File: src/rtl/zap_ptw_arb_pkg.sv
// Shared types for the page-table-walker bus arbiter.
// Latency: n/a (types and constants only).
// Backpressure: n/a.
package zap_ptw_arb_pkg;

    // Arbiter ownership state; GNTn means requester n owns the bus.
    typedef enum logic [1:0] {
        IDLE = 2'd0,
        GNT0 = 2'd1,
        GNT1 = 2'd2
    } arb_state_t;

    // Requester indices: instruction-side walker and data-side walker.
    localparam int REQ_I = 0;
    localparam int REQ_D = 1;

    // One requester's next-state Wishbone read request.
    typedef struct packed {
        logic        cyc;
        logic        stb;
        logic [31:0] adr;
        logic [3:0]  sel;
    } wb_req_t;

    localparam wb_req_t WB_REQ_IDLE = '{cyc: 1'b0, stb: 1'b0, adr: 32'd0, sel: 4'd0};

endpackage

File: src/rtl/zap_ptw_arb_wdt.sv
// Watchdog: fires when the granted strobe has gone TIMEOUT_CYCLES cycles without an ack.
// Latency: o_fire is combinational in the TIMEOUT_CYCLES-th unacked strobe cycle; sticky follows one edge later.
// Backpressure: none; it only observes the bus and never stalls it.
module zap_ptw_arb_wdt #(
    parameter int TIMEOUT_CYCLES = 1024
) (
    input  logic i_clk,
    input  logic i_reset,
    input  logic i_stb,
    input  logic i_ack,
    input  logic i_clr,
    output logic o_fire,
    output logic o_sticky
);

    localparam int CW = (TIMEOUT_CYCLES > 2) ? $clog2(TIMEOUT_CYCLES) : 1;
    localparam logic [CW-1:0] CNT_MAX = CW'(TIMEOUT_CYCLES - 1);

    logic [CW-1:0] cnt_ff;

    // Fire in the last allowed cycle so the synthetic ack lands in that same cycle.
    assign o_fire = i_stb & ~i_ack & (cnt_ff == CNT_MAX);

    // Count unacked strobe cycles; any ack, idle strobe, owner change or firing restarts the count.
    always_ff @(posedge i_clk) begin
        if (i_reset) begin
            cnt_ff   <= '0;
            o_sticky <= 1'b0;
        end else begin
            if (!i_stb || i_ack || i_clr || o_fire)
                cnt_ff <= '0;
            else
                cnt_ff <= cnt_ff + 1'b1;
            if (o_fire)
                o_sticky <= 1'b1;
        end
    end

endmodule

File: src/rtl/zap_ptw_arbiter.sv
// Round-robin arbiter sharing one read-only Wishbone bus between the I- and D-side walkers.
// Latency: zero added cycles; bus outputs are registered from the owner's *_nxt, ack is routed combinationally.
// Backpressure: the losing requester sees no ack and holds its request until the owner drops cyc.
// Optional watchdog enabled by macro ZAP_PTW_ARB_TIMEOUT_EN.
module zap_ptw_arbiter
    import zap_ptw_arb_pkg::*;
#(
    parameter int TIMEOUT_CYCLES = 1024
) (
    input  logic        i_clk,
    input  logic        i_reset,
    input  logic        i_c0_wb_cyc_nxt,
    input  logic        i_c0_wb_stb_nxt,
    input  logic [31:0] i_c0_wb_adr_nxt,
    input  logic [3:0]  i_c0_wb_sel_nxt,
    input  logic        i_c1_wb_cyc_nxt,
    input  logic        i_c1_wb_stb_nxt,
    input  logic [31:0] i_c1_wb_adr_nxt,
    input  logic [3:0]  i_c1_wb_sel_nxt,
    output logic        o_c0_wb_ack,
    output logic [31:0] o_c0_wb_dat,
    output logic        o_c1_wb_ack,
    output logic [31:0] o_c1_wb_dat,
    output logic        o_wb_cyc,
    output logic        o_wb_stb,
    output logic [31:0] o_wb_adr,
    output logic [3:0]  o_wb_sel,
    output logic        o_wb_wen,
    input  logic        i_wb_ack,
    input  logic [31:0] i_wb_dat,
    output logic [1:0]  o_gnt,
    output logic        o_timeout,
    output logic        o_timeout_sticky
);

    wb_req_t    c0_req;
    wb_req_t    c1_req;
    wb_req_t    bus_ff;
    arb_state_t state_ff;
    logic       last_ff;
    logic [1:0] gnt_ff;
    logic       tmo;
    logic       gnt_chg;
    logic       ack_src;
    logic [31:0] rd_dat;

    assign c0_req = '{cyc: i_c0_wb_cyc_nxt, stb: i_c0_wb_stb_nxt, adr: i_c0_wb_adr_nxt, sel: i_c0_wb_sel_nxt};
    assign c1_req = '{cyc: i_c1_wb_cyc_nxt, stb: i_c1_wb_stb_nxt, adr: i_c1_wb_adr_nxt, sel: i_c1_wb_sel_nxt};

    assign o_wb_cyc = bus_ff.cyc;
    assign o_wb_stb = bus_ff.stb;
    assign o_wb_adr = bus_ff.adr;
    assign o_wb_sel = bus_ff.sel;
    assign o_wb_wen = 1'b0;
    assign o_gnt    = gnt_ff;

    // The owner releasing on this edge means ownership is about to change.
    assign gnt_chg = ((state_ff == GNT0) & ~i_c0_wb_cyc_nxt) |
                     ((state_ff == GNT1) & ~i_c1_wb_cyc_nxt);

`ifdef ZAP_PTW_ARB_TIMEOUT_EN
    zap_ptw_arb_wdt #(
        .TIMEOUT_CYCLES (TIMEOUT_CYCLES)
    ) u_wdt (
        .i_clk    (i_clk),
        .i_reset  (i_reset),
        .i_stb    (bus_ff.stb),
        .i_ack    (i_wb_ack),
        .i_clr    (gnt_chg),
        .o_fire   (tmo),
        .o_sticky (o_timeout_sticky)
    );
    // A watchdog-forced ack carries zero data so the walker sees an invalid descriptor.
    assign rd_dat = tmo ? 32'd0 : i_wb_dat;
`else
    assign tmo              = 1'b0;
    assign o_timeout_sticky = 1'b0;
    assign rd_dat           = i_wb_dat;
`endif

    assign o_timeout = tmo & ~i_reset;

    // Acks are only meaningful while a strobe is out; the reset cycle forwards nothing.
    assign ack_src     = (i_wb_ack | tmo) & bus_ff.stb & ~i_reset;
    assign o_c0_wb_ack = ack_src & gnt_ff[REQ_I];
    assign o_c1_wb_ack = ack_src & gnt_ff[REQ_D];
    assign o_c0_wb_dat = rd_dat;
    assign o_c1_wb_dat = rd_dat;

    // Ownership FSM: track the owner's *_nxt each cycle, hand over directly on release.
    always_ff @(posedge i_clk) begin
        if (i_reset) begin
            state_ff <= IDLE;
            last_ff  <= 1'b1;
            bus_ff   <= WB_REQ_IDLE;
            gnt_ff   <= 2'b00;
        end else begin
            case (state_ff)
                IDLE: begin
                    if (c0_req.cyc && (!c1_req.cyc || last_ff)) begin
                        state_ff <= GNT0;
                        last_ff  <= 1'b0;
                        bus_ff   <= c0_req;
                        gnt_ff   <= 2'b01;
                    end else if (c1_req.cyc) begin
                        state_ff <= GNT1;
                        last_ff  <= 1'b1;
                        bus_ff   <= c1_req;
                        gnt_ff   <= 2'b10;
                    end else begin
                        bus_ff   <= WB_REQ_IDLE;
                        gnt_ff   <= 2'b00;
                    end
                end
                GNT0: begin
                    if (c0_req.cyc) begin
                        bus_ff <= c0_req;
                        if (tmo)
                            bus_ff.stb <= 1'b0;
                    end else if (c1_req.cyc) begin
                        state_ff <= GNT1;
                        last_ff  <= 1'b1;
                        bus_ff   <= c1_req;
                        gnt_ff   <= 2'b10;
                    end else begin
                        state_ff <= IDLE;
                        bus_ff   <= WB_REQ_IDLE;
                        gnt_ff   <= 2'b00;
                    end
                end
                GNT1: begin
                    if (c1_req.cyc) begin
                        bus_ff <= c1_req;
                        if (tmo)
                            bus_ff.stb <= 1'b0;
                    end else if (c0_req.cyc) begin
                        state_ff <= GNT0;
                        last_ff  <= 1'b0;
                        bus_ff   <= c0_req;
                        gnt_ff   <= 2'b01;
                    end else begin
                        state_ff <= IDLE;
                        bus_ff   <= WB_REQ_IDLE;
                        gnt_ff   <= 2'b00;
                    end
                end
                default: begin
                    state_ff <= IDLE;
                    bus_ff   <= WB_REQ_IDLE;
                    gnt_ff   <= 2'b00;
                end
            endcase
        end
    end

endmodule

File: config.mk
export PLATFORM = sky130hd
export DESIGN_NAME = zap_ptw_arbiter
export DESIGN_NICKNAME = d
export VERILOG_FILES = /design/src/rtl/zap_ptw_arb_pkg.sv /design/src/rtl/zap_ptw_arb_wdt.sv /design/src/rtl/zap_ptw_arbiter.sv
export SDC_FILE = /design/constraint.sdc
export NUM_CORES = 1
export LEC_CHECK = 0
export ABC_AREA = 1
export BUFFER_PORTS_ARGS = -buffer_cell sky130_fd_sc_hd__buf_2
export CORE_MARGIN = 10
export CORE_UTILIZATION = 45
export DETAILED_ROUTE_END_ITERATION = 12
export PLACE_DENSITY_LB_ADDON = 0.12
export SLEW_MARGIN = 30
export SYNTH_ARGS = -nofsm -noshare
export SYNTH_HDL_FRONTEND = slang
export SYNTH_HIERARCHICAL = 1
export SYNTH_SLANG_ARGS = --single-unit
File: constraint.sdc
create_clock -name i_clk -period 1.8 [get_ports i_clk]
set_input_delay 0.54 -clock i_clk [delete_from_list [all_inputs] [get_ports i_clk]]
set_output_delay 0.54 -clock i_clk [all_outputs]
set_load 0.01 [all_outputs]
[After elaboration in Yosys (flattened, before gate mapping)]
Cells that the tools add are included.
Widths: inputs -> output; s select.
Cells by class
  add/sub/neg operators: 0
  multipliers: 0
  div/mod/pow operators: 0
  order comparisons: 0
  equal/unequal tests: 6
  shifts and indexed selects: 0
  mux-type cells: 21
  bitwise logic cells: 5
  reduce and logical (&&, ||, !) cells: 8
Operators by type and width (number)
  $mux 38: 5
  $pmux 38 s3: 1
  $mux 2: 6
  $pmux 2 s3: 2
  $mux 1: 6
  $ne 2x2->1 const B: 3
  $and 1x1->1: 4
  $reduce_and 4->1: 1
  $ne 3x3->1 const B: 1
  $pmux 1 s3: 1
  $reduce_and 3->1: 1
  $reduce_bool 3->1: 1
  $eq 2x1->1 const B: 1
  $eq 2x2->1 const B: 1
  $logic_not 2->1: 1
  $reduce_and 2->1: 1
  $logic_and 1x1->1: 1
  $logic_not 1->1: 1
  $logic_or 1x1->1: 1
  $not 1->1: 1
Storage, ports and cells
  bits in registers: 43
  latch bits: 0
  RAM bits: 0
  bits in read-only memories: 0
  bits of input ports: 111
  output and inout port bits: 109
  word-level logic and storage cells: 47
  memories kept: 0

[Logic depth before layout (Yosys ltp)]
Gate-level depths: netlist (run 1).
  depth in word-level cells: 5
  mapped depth: 10

[Worst setup path before layout (run 1)]
No wires, ideal clock.
  path kind: reg-to-reg
  start point: reg state_ff[0]
  end point: reg bus_ff, in the netlist o_wb_adr[18]
  library setup time: 0.128 ns
  arrival: 1.449 ns
  data required time: 1.672 ns
  path slack: 0.224 ns
  stages on the path, launching flop included: 9
  path through: dfxtp_1 -> inv_1 -> ha_1 -> buf_2 -> a21oi_1 -> buf_2 -> nor2_1 -> nor2_1 -> nor2_1
Between the ends
  longest elaborated chain between the ends: 2
  elaborated cells on any way between the ends: 4
  classes of those cells: eq/ne: 2; mux: 1; reduce/logical: 1
RTL lines
  start: declaration: RTL line zap_ptw_arbiter.sv:39  | arb_state_t state_ff;
  start signal: assignment: RTL line zap_ptw_arbiter.sv:93  | state_ff <= IDLE;
  start signal: assignment: RTL line zap_ptw_arbiter.sv:101  | state_ff <= GNT0;
  start signal: assignment: RTL line zap_ptw_arbiter.sv:106  | state_ff <= GNT1;
  $eq 2x2->1 (tied with other cells): RTL line zap_ptw_arbiter.sv:98  | case (state_ff)
  $pmux 38 s3 *: RTL line zap_ptw_arbiter.sv:98
  end signal: assignment: RTL line zap_ptw_arbiter.sv:103  | bus_ff <= c0_req;
  end signal: assignment: RTL line zap_ptw_arbiter.sv:108  | bus_ff <= c1_req;
  end signal: assignment: RTL line zap_ptw_arbiter.sv:117  | bus_ff <= c0_req;
  end: declaration: RTL line zap_ptw_arbiter.sv:38  | wb_req_t bus_ff;
Every way passes the cells marked *; elsewhere a longest branch is shown, timed or not.
A chain may end at the register's enable or synchronous reset.

[Final worst setup path (run 1)]
  start point: reg state_ff[1]
  end point: reg bus_ff, in the netlist o_wb_stb
Same word-level chain as after synthesis.

==> results.json, run 1 <==
{
  "status": "finished, final reports clean",
  "grt_pass1_wl_um": 19700,
  "drt-initial-drc-count": 268,
  "setup_viol": 0,
  "worstHoldPathCells": 2,
  "io_pins": 220,
  "multi_input_area_mm2": 0.00201,
  "powerDensity_mw_per_mm2": 1340,
  "fin_setup_tns_ns": 0,
  "fp.dieH_um": 112,
  "hp-class": "reg -> reg",
  "core_area_mm2": 0.00822,
  "antenna_cells": 0,
  "crit_fanout": 19,
  "synthFlopType": "dfxtp_1",
  "synth_cell_types": 22,
  "std_cell_rows": 33,
  "cts.sinks": 43,
  "synth_edf_count": 0,
  "worstRegToRegCells": 6,
  "clock-root-buffer": "clkbuf_8",
  "period_minus_slack_ns": 1.65,
  "fill_cells": 879,
  "antenna_found_initial": 0,
  "antenna_left": 0,
  "cp_cell_sequence": "inv_1 -> ha_4 -> nor2_4 -> o21ai_1 -> nand2_1 -> a21oi_1",
  "drive_above_1_share_pct": 22.4,
  "dieArea_mm2": 0.0125,
  "ys_seq_area_share_pct": 22.8,
  "final_nets": 835,
  "area_growth_pct": 9.83,
  "path_class": "reg -> reg",
  "final_cells": 823,
  "yosysMostFrequentCell": "nand2_1",
  "grt_max_degree": 25,
  "wl_per_cell_um": 14.7,
  "clock_path_buffers": 2,
  "critical_path_arrival_ns": 1.82,
  "first_pass_iters": 4,
  "synth_area_leaders": "nand2_1 (25%), dfxtp_1 (23%), buf_4 (14%)",
  "relSlewSlack_pct": 64.1,
  "dp_hpwl_um": 9010,
  "seq_area_um2": 862,
  "wl_um": 12100,
  "hold_viol": 0,
  "clk_pin_slew_ns": 0.08,
  "synth-async-reset-ratio_pct": 0,
  "drv_cap": 0,
  "synth-seq-cells": 43,
  "grt_use_total_pct": 18.3,
  "initial_core_util_pct": 46.0,
  "timing.hold.ws_ns": 0.519,
  "num_vias": 4063,
  "cp_data_required_time_ns": 1.97,
  "gp_congestion": 0.852,
  "vias_per_cell": 4.94,
  "finalMaxSlewViolations": 0,
  "synthesis.area_mm2": 0.00378,
  "clock_latency_ns": 0.30,
  "cts_setup_buffers": 0,
  "end_kind": "flip-flop",
  "cts_buffers": 5,
  "synth_top_area_share_pct": 25.4,
  "syn_inst": 673,
  "numPortBuffers": 120,
  "die_w_um": 112,
  "placed_area_mm2": 0.00403,
  "power_leakage_nw": 2.49,
  "cts_resized": 0,
  "cp_slowest_cell": "nor2_4",
  "rsz0062_at_grt": "no",
  "skew_ns": 0.00424,
  "setup_slack_ns": 0.152,
  "final_cell_area_mm2": 0.00415,
  "dpl_worst_slack_ns": 0.0764,
  "dp_cells": 816,
  "first_global_vias": 4038,
  "cts_hold_buffers": 0,
  "max_stage_delay_ns": 0.46,
  "max_freq_ghz": 0.607,
  "post-route-period-util_pct": 91.5,
  "cts_tree": "done",
  "yosysWarnings": 6,
  "critPathLaunchType": "flip-flop",
  "drc": 0,
  "synth_top_area_cell": "nand2_1",
  "htree_levels": 2,
  "ys_top_cells_by_count": "nand2_1 (256), nor2_1 (78), buf_4 (71)",
  "tightest_slew_ns": 0.537,
  "grt-ovfl-total": 0,
  "syn_area_per_cell_um2": 5.62,
  "ir_drop_mv": 0.580
}
-- logic make-up (layout without fill, tap and decap cells) --
group | Yosys count | after routing | share of synthesized area (%)
AOI/OAI and AO/OA | 48 | 48 | 6.65
adders and majority gates | 6 | 6 | 1.99
buffers and inverters | 167 | 210 | 24.8
DFF | 43 | 43 | 22.8
other | 1 | 3 | 0.0992
and+or+nand+nor | 408 | 408 | 43.7
-- routing by layer --
layer | global-route usage (%) | vias to the layer above | routed length (um)
met4 | 6.34 | 0 | 265
met5 | 0 | - | 0
met1 | 21.8 | 1800 | 5060
li1 | - | 2076 | -
met3 | 4.67 | 43 | 918
met2 | 30.8 | 144 | 5820
-- cells in the final DEF (no fill, tap or decap), drive strengths merged --
cell / instances
o21ai: 23
nor2: 79
conb: 3
nand2: 260
ha: 6
bufinv: 1
nand3: 53
nand4: 14
a21oi: 25
dfxtp: 43
inv: 62
buf: 141
clkbuf: 6
nor3: 2
-- critical path: cells and delay by family, from the launching register on --
family,cells,cell delay (ns)
flip-flops,1,0.39
adder cells (fa/ha/maj),1,0.25
AND/OR/NAND/NOR,2,0.53
AO/OA/AOI/OAI,2,0.20
buffers and inverters,1,0.13
-- through the flow --
stage | util, % | power (mW)
final | 50.5 | 5.58
after global routing | 50.5 | 6.07
after CTS | 50.3 | 5.57
after detailed placement | 49.1 | 4.80
after global placement | 49.1 | 4.76
after floorplan | - | 3.77
-- path summary, 6_finish.rpt --
check / slack (ns) / to / from
setup reg to reg: 0.15 / o_wb_stb / state_ff[1]
hold / removal: 0.52 / last_ff / last_ff
hold reg to reg: 0.52 / last_ff / last_ff
setup / recovery: 0.15 / o_wb_stb / state_ff[1]
-- cell type report --
class	count	area share, %
Inverter	62	5.66
Multi-Input combinational cell	465	48.5
Clock buffer	6	1.75
Timing Repair Buffer	141	19.5
Sequential cell	43	20.8
Tap cell	105	3.16
Clock inverter	1	0.723
-- flip-flops by register name (all words and copies together), names as in the netlist --
name / count
last_ff: 1
o_gnt: 2
o_wb_adr: 32
o_wb_cyc: 1
o_wb_sel: 4
o_wb_stb: 1
state_ff: 2
-- report_power, final --
group          internal [mW]  switching (mW)  total (mW)
clock network          0.408           0.356       0.764
registers               1.31           0.147        1.45
logic                   1.25            2.11        3.36
total                   2.96            2.61        5.58
Note: power is estimated with default switching activity, not from simulation.
==> run 2, diff against run 1 <==
--- a/config.mk
+++ b/config.mk
@@ -8,7 +8,7 @@
 export ABC_AREA = 1
 export BUFFER_PORTS_ARGS = -buffer_cell sky130_fd_sc_hd__buf_2
 export CORE_MARGIN = 10
-export CORE_UTILIZATION = 45
+export CORE_UTILIZATION = 37
 export DETAILED_ROUTE_END_ITERATION = 12
 export PLACE_DENSITY_LB_ADDON = 0.12
 export SLEW_MARGIN = 30
==> run 2 against run 1 <==
Effect of this change:
- clock skew increased by 0.0044 ns
- design area increased by 0.75%
- non-clock buffer count up 2
- critical endpoint is now o_c1_wb_ack
- via count about the same
- power down 0.98%
- clock-buffer cell count is the same
- sequential share of layout area is 0.19 points lower
- combinational power grew 2%
- largest cell class unchanged
- wire length up 2.6%
- sequential power is essentially flat
- clock power down 14%
- largest power group unchanged
- first-iteration DRC count up 44%
==> results.json, run 2 (same netlist as run 1, synthesis figures left out) <==
{
  "vias_per_cell": 4.76,
  "dpl_worst_slack_ns": 0.148,
  "critPathLaunchType": "flip-flop",
  "grt_pass1_wl_um": 20200,
  "clock-root-buffer": "clkbuf_8",
  "drt-initial-drc-count": 386,
  "first_pass_iters": 4,
  "clk_pin_slew_ns": 0.09,
  "antenna_found_initial": 0,
  "die_w_um": 121,
  "first_global_vias": 4166,
  "std_cell_rows": 36,
  "grt_use_total_pct": 16.4,
  "clock_path_buffers": 2,
  "wl_um": 12400,
  "gp_congestion": 0.827,
  "timing.hold.ws_ns": 0.516,
  "htree_levels": 2,
  "powerDensity_mw_per_mm2": 1320,
  "setup_slack_ns": 0.227,
  "final_cell_area_mm2": 0.00418,
  "antenna_cells": 0,
  "skew_ns": 0.00867,
  "initial_core_util_pct": 38.3,
  "dieArea_mm2": 0.0147,
  "critical_path_arrival_ns": 1.03,
  "final_common_cell": "nand2_1",
  "r2r_end": "state_ff[0]",
  "critPathCapture": "o_c1_wb_ack",
  "antenna_left": 0,
  "ff2ff_setup_slack_ns": 0.28,
  "hp-class": "reg -> reg",
  "cts.sinks": 43,
  "cp_data_required_time_ns": 1.26,
  "max_freq_ghz": 0.636,
  "wl_per_cell_um": 14.5,
  "period_minus_slack_ns": 1.57,
  "num_vias": 4061,
  "final_util_pct": 42.4,
  "setup_viol": 0,
  "drc": 0,
  "cp-startpoint": "o_wb_stb",
  "io_pins": 220,
  "clock_latency_ns": 0.30,
  "final_nets": 837,
  "cts_hold_buffers": 0,
  "crit_fanout": 2,
  "numPortBuffers": 120,
  "ir_drop_mv": 0.577,
  "core_area_mm2": 0.00986,
  "final_cells": 853,
  "dp_hpwl_um": 9070,
  "end_kind": "primary output",
  "largest_reg_flops": 32,
  "layout_common_cells": "nand2_1 (256), buf_2 (120), nor2_1 (78)",
  "worstRegToRegCells": 7,
  "cts_tree": "done",
  "power.total_mw": 5.52,
  "rr_startpoint": "state_ff[1]",
  "dp_cells": 846,
  "drive_above_1_share_pct": 22.6,
  "hold_viol": 0,
  "grt-ovfl-total": 0,
  "area_growth_pct": 10.7,
  "rsz0062_at_grt": "no",
  "post-route-period-util_pct": 87.4,
  "drv_cap": 0,
  "cts_buffers": 5,
  "fp.dieH_um": 121,
  "finalMaxSlewViolations": 0,
  "status": "finished, final reports clean",
  "power_leakage_nw": 2.49,
  "placed_area_mm2": 0.00409,
  "grt_max_degree": 42,
  "path_class": "reg -> out",
  "fin_setup_tns_ns": 0
}
==> run 2: cell types whose count changed in the layout (fill, tap and decap cells not counted), sizes merged <==
cell,before,now
bufinv,1,0
clkinv,0,1
buf,141,143
==> run 2: how the worst min path moves through the flow <==
stage                   end  cells after the start    start
floorplan           last_ff                      2  last_ff
global placement    last_ff                      2  last_ff
detailed placement  last_ff                      2  last_ff
CTS                 last_ff                      2  last_ff
global route        last_ff                      2  last_ff
finish              last_ff                      2  last_ff
==> run 2: layer usage <==
metal | global-route usage (%) | share of wire [%] | up-vias
met5 | 0 | 0 | -
li1 | - | - | 2078
met1 | 18.9 | 41 | 1820
met3 | 4.09 | 7.5 | 32
met2 | 28.3 | 49 | 131
met4 | 6.56 | 2.2 | 0
==> run 2: area by class of cell <==
type,count,area [um2]
multi-input cells,465,2000
well taps,133,166
clock buffers,6,82.6
fillers,1065,5680
repair buffers,143,836
flip-flops and latches,43,861
clock inverters,1,5.00
inverters,62,235
==> run 2: critical path, stage by stage, from the launching register on <==
cell,delay [ns]
dfxtp_1,0.39
nand3_1,0.12
nor2_1,0.09
buf_2,0.14
==> run 2: what timing repair did <==
item | 4_1_cts | 5_1_grt
gates resized for setup | 0 | 1
setup endpoints to repair | 0 | 3
setup buffers | 0 | 0
==> run 2: where the power goes <==
group	switching, mW	internal (mW)	leakage (nW)	total, mW
Combinational	2.14	1.29	2.09	3.43
Clock	0.353	0.302	0.0470	0.655
Sequential	0.135	1.30	0.355	1.44
